==> config.mk <==
export PLATFORM = sky130hd
export DESIGN_NAME = reg_file_sb_flat
export DESIGN_NICKNAME = d
export VERILOG_FILES = /design/src/rtl/reg_file_sb_pkg.sv /design/src/rtl/reg_file_sb_if.sv /design/src/rtl/reg_scoreboard.sv /design/src/rtl/reg_file_sb.sv /design/src/flat_wrapper.sv
export SDC_FILE = /design/constraint.sdc
export NUM_CORES = 2
export LEC_CHECK = 0
export CAP_MARGIN = 40
export CORE_ASPECT_RATIO = 0.6
export CORE_MARGIN = 2
export CORE_UTILIZATION = 35
export DETAILED_ROUTE_END_ITERATION = 16
export DONT_BUFFER_PORTS = 1
export GPL_TIMING_DRIVEN = 0
export SLEW_MARGIN = 20
export SYNTH_ARGS = -nofsm -noshare
export SYNTH_HDL_FRONTEND = slang
export SYNTH_SLANG_ARGS = --single-unit
==> constraint.sdc <==
create_clock -name clk -period 43.6 [get_ports clk]
set_input_delay 6.54 -clock clk [delete_from_list [all_inputs] [get_ports clk]]
set_output_delay 6.54 -clock clk [all_outputs]
set_load 0.02 [all_outputs]
==> src/rtl/reg_file_sb_pkg.sv <==
// Shared constants and helpers for the scoreboarded register file.
package reg_file_sb_pkg;

    // Default geometry: 32 x 32-bit registers, two read ports.
    localparam int DW_DEF  = 32;
    localparam int AW_DEF  = 5;
    localparam int NRD_DEF = 2;

    // MIPS register indices.
    localparam int REG_ZERO = 0;
    localparam int REG_SP   = 29;
    localparam int REG_RA   = 31;

    // An update takes effect unless it targets the hard-wired zero register.
    function automatic logic upd_ok(logic en, logic is_zero, logic zero_reg);
        return en && !(zero_reg && is_zero);
    endfunction

endpackage

==> src/rtl/reg_file_sb_if.sv <==
// Bus bundle for the register file: write port, read ports, issue port, status.
interface reg_file_sb_if
    import reg_file_sb_pkg::*;
#(
    parameter int DW  = DW_DEF,
    parameter int AW  = AW_DEF,
    parameter int NRD = NRD_DEF
);
    logic              wr;
    logic [AW-1:0]     addr3;
    logic [DW-1:0]     data3;
    logic [NRD*AW-1:0] rd_addr;
    logic [NRD*DW-1:0] rd_data;
    logic [NRD-1:0]    rd_rdy;
    logic              iss;
    logic [AW-1:0]     iss_addr;
    logic [AW:0]       busy_cnt;

    modport master (
        output wr, addr3, data3, rd_addr, iss, iss_addr,
        input  rd_data, rd_rdy, busy_cnt
    );

    modport slave (
        input  wr, addr3, data3, rd_addr, iss, iss_addr,
        output rd_data, rd_rdy, busy_cnt
    );
endinterface

==> src/rtl/reg_scoreboard.sv <==
// Per-register pending bits: issue sets, write-back clears, issue wins a tie.
module reg_scoreboard
    import reg_file_sb_pkg::*;
#(
    parameter int AW       = AW_DEF,
    parameter int ZERO_REG = 1
) (
    input  logic             clk,
    input  logic             rst,
    input  logic             wr,
    input  logic [AW-1:0]    clr_addr,
    input  logic             iss,
    input  logic [AW-1:0]    iss_addr,
    output logic [2**AW-1:0] busy,
    output logic [AW:0]      busy_cnt
);
    localparam int DEPTH = 2**AW;

    logic [DEPTH-1:0] busy_nxt;
    logic             clr_ok;
    logic             set_ok;

    assign clr_ok = upd_ok(wr,  clr_addr == '0, ZERO_REG != 0);
    assign set_ok = upd_ok(iss, iss_addr == '0, ZERO_REG != 0);

    // Next busy vector: clear first so a same-address issue overrides it.
    always_comb begin
        busy_nxt = busy;
        if (clr_ok) busy_nxt[clr_addr] = 1'b0;
        if (set_ok) busy_nxt[iss_addr] = 1'b1;
    end

    // Busy register, cleared asynchronously.
    always_ff @(posedge clk or posedge rst) begin
        if (rst) busy <= '0;
        else     busy <= busy_nxt;
    end

    // Population count of the registered busy vector.
    always_comb begin
        busy_cnt = '0;
        for (int i = 0; i < DEPTH; i++)
            busy_cnt = busy_cnt + (AW+1)'(busy[i]);
    end
endmodule

==> src/rtl/reg_file_sb.sv <==
// Register file with write-through bypass, optional zero register and scoreboard.
module reg_file_sb
    import reg_file_sb_pkg::*;
#(
    parameter int DW       = DW_DEF,
    parameter int AW       = AW_DEF,
    parameter int NRD      = NRD_DEF,
    parameter int ZERO_REG = 1
) (
    input  logic         clk,
    input  logic         rst,
    reg_file_sb_if.slave bus
);
    localparam int DEPTH = 2**AW;

    logic [DEPTH-1:0][DW-1:0] mem;
    logic [DEPTH-1:0]         busy;
    logic [NRD-1:0][DW-1:0]   rd_data_v;
    logic [NRD-1:0]           rd_rdy_v;
    logic                     wr_ok;

    assign wr_ok = upd_ok(bus.wr, bus.addr3 == '0, ZERO_REG != 0);

    // Storage array; writes to the zero register are dropped.
    always_ff @(posedge clk or posedge rst) begin
        if (rst)        mem <= '0;
        else if (wr_ok) mem[bus.addr3] <= bus.data3;
    end

    for (genvar g = 0; g < NRD; g++) begin : g_rd
        logic [AW-1:0] ra;
        logic          hit;

        assign ra  = bus.rd_addr[g*AW +: AW];
        // No forwarding while reset holds the array at zero.
        assign hit = wr_ok && !rst && (bus.addr3 == ra);

        // Read mux: array, then same-cycle bypass, then zero-register override.
        always_comb begin
            rd_data_v[g] = mem[ra];
            if (hit) rd_data_v[g] = bus.data3;
            if (ZERO_REG != 0 && ra == '0) rd_data_v[g] = '0;
        end

        // Operand ready if not pending, or being written this cycle.
        assign rd_rdy_v[g] = !busy[ra] || (bus.wr && bus.addr3 == ra);
    end

    assign bus.rd_data = rd_data_v;
    assign bus.rd_rdy  = rd_rdy_v;

    reg_scoreboard #(
        .AW       (AW),
        .ZERO_REG (ZERO_REG)
    ) u_sb (
        .clk      (clk),
        .rst      (rst),
        .wr       (bus.wr),
        .clr_addr (bus.addr3),
        .iss      (bus.iss),
        .iss_addr (bus.iss_addr),
        .busy     (busy),
        .busy_cnt (bus.busy_cnt)
    );
endmodule

==> src/flat_wrapper.sv <==
// flat-port wrapper written by rule: the top's interface ports become plain ports
module reg_file_sb_flat import reg_file_sb_pkg::*;
#(
    parameter int DW       = DW_DEF,
    parameter int AW       = AW_DEF,
    parameter int NRD      = NRD_DEF,
    parameter int ZERO_REG = 1
)
  (clk, rst, bus_wr, bus_addr3, bus_data3, bus_rd_addr, bus_iss, bus_iss_addr, bus_rd_data, bus_rd_rdy, bus_busy_cnt);
  reg_file_sb_if #(.DW(DW), .AW(AW), .NRD(NRD)) bus_i ();
  input  logic clk;
  input  logic rst;
  input wire logic [$bits(bus_i.wr)-1:0] bus_wr;
  input wire logic [$bits(bus_i.addr3)-1:0] bus_addr3;
  input wire logic [$bits(bus_i.data3)-1:0] bus_data3;
  input wire logic [$bits(bus_i.rd_addr)-1:0] bus_rd_addr;
  input wire logic [$bits(bus_i.iss)-1:0] bus_iss;
  input wire logic [$bits(bus_i.iss_addr)-1:0] bus_iss_addr;
  output wire logic [$bits(bus_i.rd_data)-1:0] bus_rd_data;
  output wire logic [$bits(bus_i.rd_rdy)-1:0] bus_rd_rdy;
  output wire logic [$bits(bus_i.busy_cnt)-1:0] bus_busy_cnt;
  assign bus_i.wr = bus_wr;
  assign bus_i.addr3 = bus_addr3;
  assign bus_i.data3 = bus_data3;
  assign bus_i.rd_addr = bus_rd_addr;
  assign bus_i.iss = bus_iss;
  assign bus_i.iss_addr = bus_iss_addr;
  assign bus_rd_data = bus_i.rd_data;
  assign bus_rd_rdy = bus_i.rd_rdy;
  assign bus_busy_cnt = bus_i.busy_cnt;
  reg_file_sb #(.DW(DW), .AW(AW), .NRD(NRD), .ZERO_REG(ZERO_REG)) u_core (.clk(clk), .rst(rst), .bus(bus_i));
endmodule
==> flow_metrics.env <==
export IMPL_status="completed"
export IMPL_synth_seq_cells=1056
export IMPL_coreArea_um2=162000
export IMPL_syn_nets=4231
export IMPL_grt_usage=0.273
export IMPL_worst_pin_slew_ps=994
export IMPL_final_antenna_net_count=0
export IMPL_grt_pass1_vias=40100
export IMPL_die_area_um2=167000
export IMPL_drt_iter0_markers=6515
export IMPL_clock_sinks=1056
export IMPL_cts_root_buf="clkbuf_16"
export IMPL_rsz0062_at_grt="false"
export IMPL_synth_ff_type="dfrtp_1"
export IMPL_synth_avg_cell_area_um2=13.8
export IMPL_ys_seq_area_frac=0.461
export IMPL_async_reset_ff_frac=1.00
export IMPL_hpwl_mm=176
export IMPL_crit_arrival_ps=10290
export IMPL_final_max_slew_viol_count=0
export IMPL_cp_start_kind="input port"
export IMPL_max_cap_viol_count=0
export IMPL_holdWs_ps=482
export IMPL_post_cts_setup_buffer_count=0
export IMPL_syn_inst=4144
export IMPL_insertion_delay_ps=740
export IMPL_post_cts_resized=0
export IMPL_ctsHoldBuffers=0
export IMPL_cts_tree="yes"
export IMPL_wire_per_inst_um=35.2
export IMPL_endpoint_kind="output pin"
export IMPL_grt_max_degree=105
export IMPL_cp_data_required_time_ps=37060
export IMPL_drive_gt1_frac=0.464
export IMPL_grt_overflow=0
export IMPL_die_h_um=317
export IMPL_setup_viol=0
export IMPL_vdd_drop_max_mv=0.221
export IMPL_ys_warn_count=0
export IMPL_layout_commonest_cell="mux2_2"
export IMPL_skew_ps=0
export IMPL_cts_max_level=3
export IMPL_ys_types=60
export IMPL_routed_wl_mm=234
export IMPL_fmax_mhz=59.4
export IMPL_fin_crit_ps=16830
export IMPL_clkTransAtPathRegs_ps=60
export IMPL_power_density_nw_per_um2=51.3
export IMPL_placed_cells=6395
export IMPL_finalHoldViolations=0
export IMPL_grt_pass1_wl_mm=322
export IMPL_cts_path_max_buffers=3
export IMPL_fin_cells=6637
export IMPL_std_cell_rows=114
export IMPL_io_pins=128
export IMPL_place_gp_congestion=0.998
export IMPL_crit_fanout=10
export IMPL_crit_type="in2out"
export IMPL_synthesis_area_um2=57300
export IMPL_cts_buffers=103
export IMPL_timing_final_crit_share=0.386
export IMPL_drcViolationCount=0
export IMPL_antenna_found_initial=15
export IMPL_via_count=42100
export IMPL_start_util=0.354
export IMPL_synth_edff_count=0
export IMPL_leakagePower_nw=27.9
export IMPL_viasPerCell=6.35
export IMPL_slew_headroom=0.333
export IMPL_final_cell_mix="1116 x mux2_2, 1056 x dfrtp_1, 404 x mux4_2"
export IMPL_die_width_um=526
export IMPL_min_path_type="reg2reg"
export IMPL_fin_nets=4478
export IMPL_drt_pass1_iter_count=8
export IMPL_io_buffers=0
export IMPL_area_growth_pct=13.5
export IMPL_power_total_mw=3.34
## critical path, stage by stage
cell      delay (ps)
clkbuf_1         620
or3b_2           240
buf_1            520
clkbuf_1         660
o221ai_1         210
nor3_1           700
nor3_1           100
nor3_1           670
## Yosys cell counts, drive strengths merged, types with 4 or more instances
master	count	area share
or2	5	0.00055
or3	4	0.00044
nor2	212	0.014
nor2b	11	0.0012
mux4	404	0.16
fa	24	0.0084
dfrtp	1056	0.46
o22ai	172	0.019
nor4	41	0.0046
xor2	4	0.00061
xnor2	9	0.0014
a22o	11	0.0017
mux2	1118	0.22
o221ai	31	0.0047
nand2b	14	0.0015
mux2i	113	0.020
nand2	37	0.0024
a22oi	5	0.00066
inv	47	0.0031
ha	7	0.0015
nor3	215	0.019
a32o	4	0.00070
o21ai	30	0.0026
nand3	9	0.00079
clkbuf	247	0.016
a21oi	8	0.00070
buf	218	0.021
a221o	54	0.0094
## stage by stage
step	setup TNS (ps)	worst slack, ps	util	instance area, um^2
4_1_cts	0	26890	0.399	64700
5_1_grt	0	26660	0.401	65000
2_1_floorplan	0	4610	-	57300
3_5_place_dp	0	26910	0.378	61300
3_3_place_gp	-5923970	-8220	0.371	60000
6_report	0	26770	0.402	65000
## final cells by class
cell class | count | area [um^2]
flip-flops and latches | 1056 | 26400
clock buffers | 160 | 3150
repair buffers | 142 | 1390
diodes | 17 | 42.5
multi-input cells | 2576 | 28700
well taps | 2146 | 2690
inverters | 47 | 184
plain buffers | 465 | 2140
clock inverters | 28 | 274
fillers | 14900 | 96900
## logic make-up (layout without fill, tap and decap cells)
group | Yosys count | count (layout) | synth area share
xor gates and xnor gates | 13 | 13 | 0.00199
buffers and inverters | 512 | 842 | 0.0404
muxes | 1635 | 1635 | 0.398
AOI/OAI and AO/OA | 330 | 330 | 0.0415
other | 0 | 17 | 0
DFF | 1056 | 1056 | 0.461
adders and majority gates | 31 | 31 | 0.00991
and+or+nand+nor | 567 | 567 | 0.0470
## routing by layer
metal / vias up / part of all wire / global-route usage / routed length (um)
li1: 16300 / - / - / -
met1: 22500 / 0.42 / 0.399 / 99200
met2: 3001 / 0.38 / 0.337 / 87800
met3: 344 / 0.18 / 0.162 / 41100
met4: 22 / 0.021 / 0.0576 / 4910
met5: - / 0.0035 / 0.0111 / 815
## path summary, 6_finish.rpt
kind | endpoint | from | depth (start not counted) | slack (ps)
min reg2reg | u_core.mem[24] | u_core.mem[24] | 1 | 480
max reg2reg | u_core.mem[750] | u_core.mem[750] | 1 | 42610
max | bus_rd_data[25] | bus_rd_addr[4] | 8 | 26770
min in group asynchronous | u_core.mem[261] | rst | 1 | 5660
min | u_core.mem[24] | u_core.mem[24] | 1 | 480
max in group asynchronous | u_core.mem[124] | rst | 4 | 36180
## sequential cells by signal, indices dropped and copies added, names as in the netlist
name and flops:
u_core.u_sb.busy 32, u_core.mem 1024
## where the power goes
part	leakage [nW]	switching (mW)	internal [mW]	total [mW]
combinational	12.7	0.577	0.497	1.07
sequential	13.5	0.153	1.17	1.32
clock	1.69	0.422	0.519	0.942
Note: power is estimated with default switching activity, not from simulation.
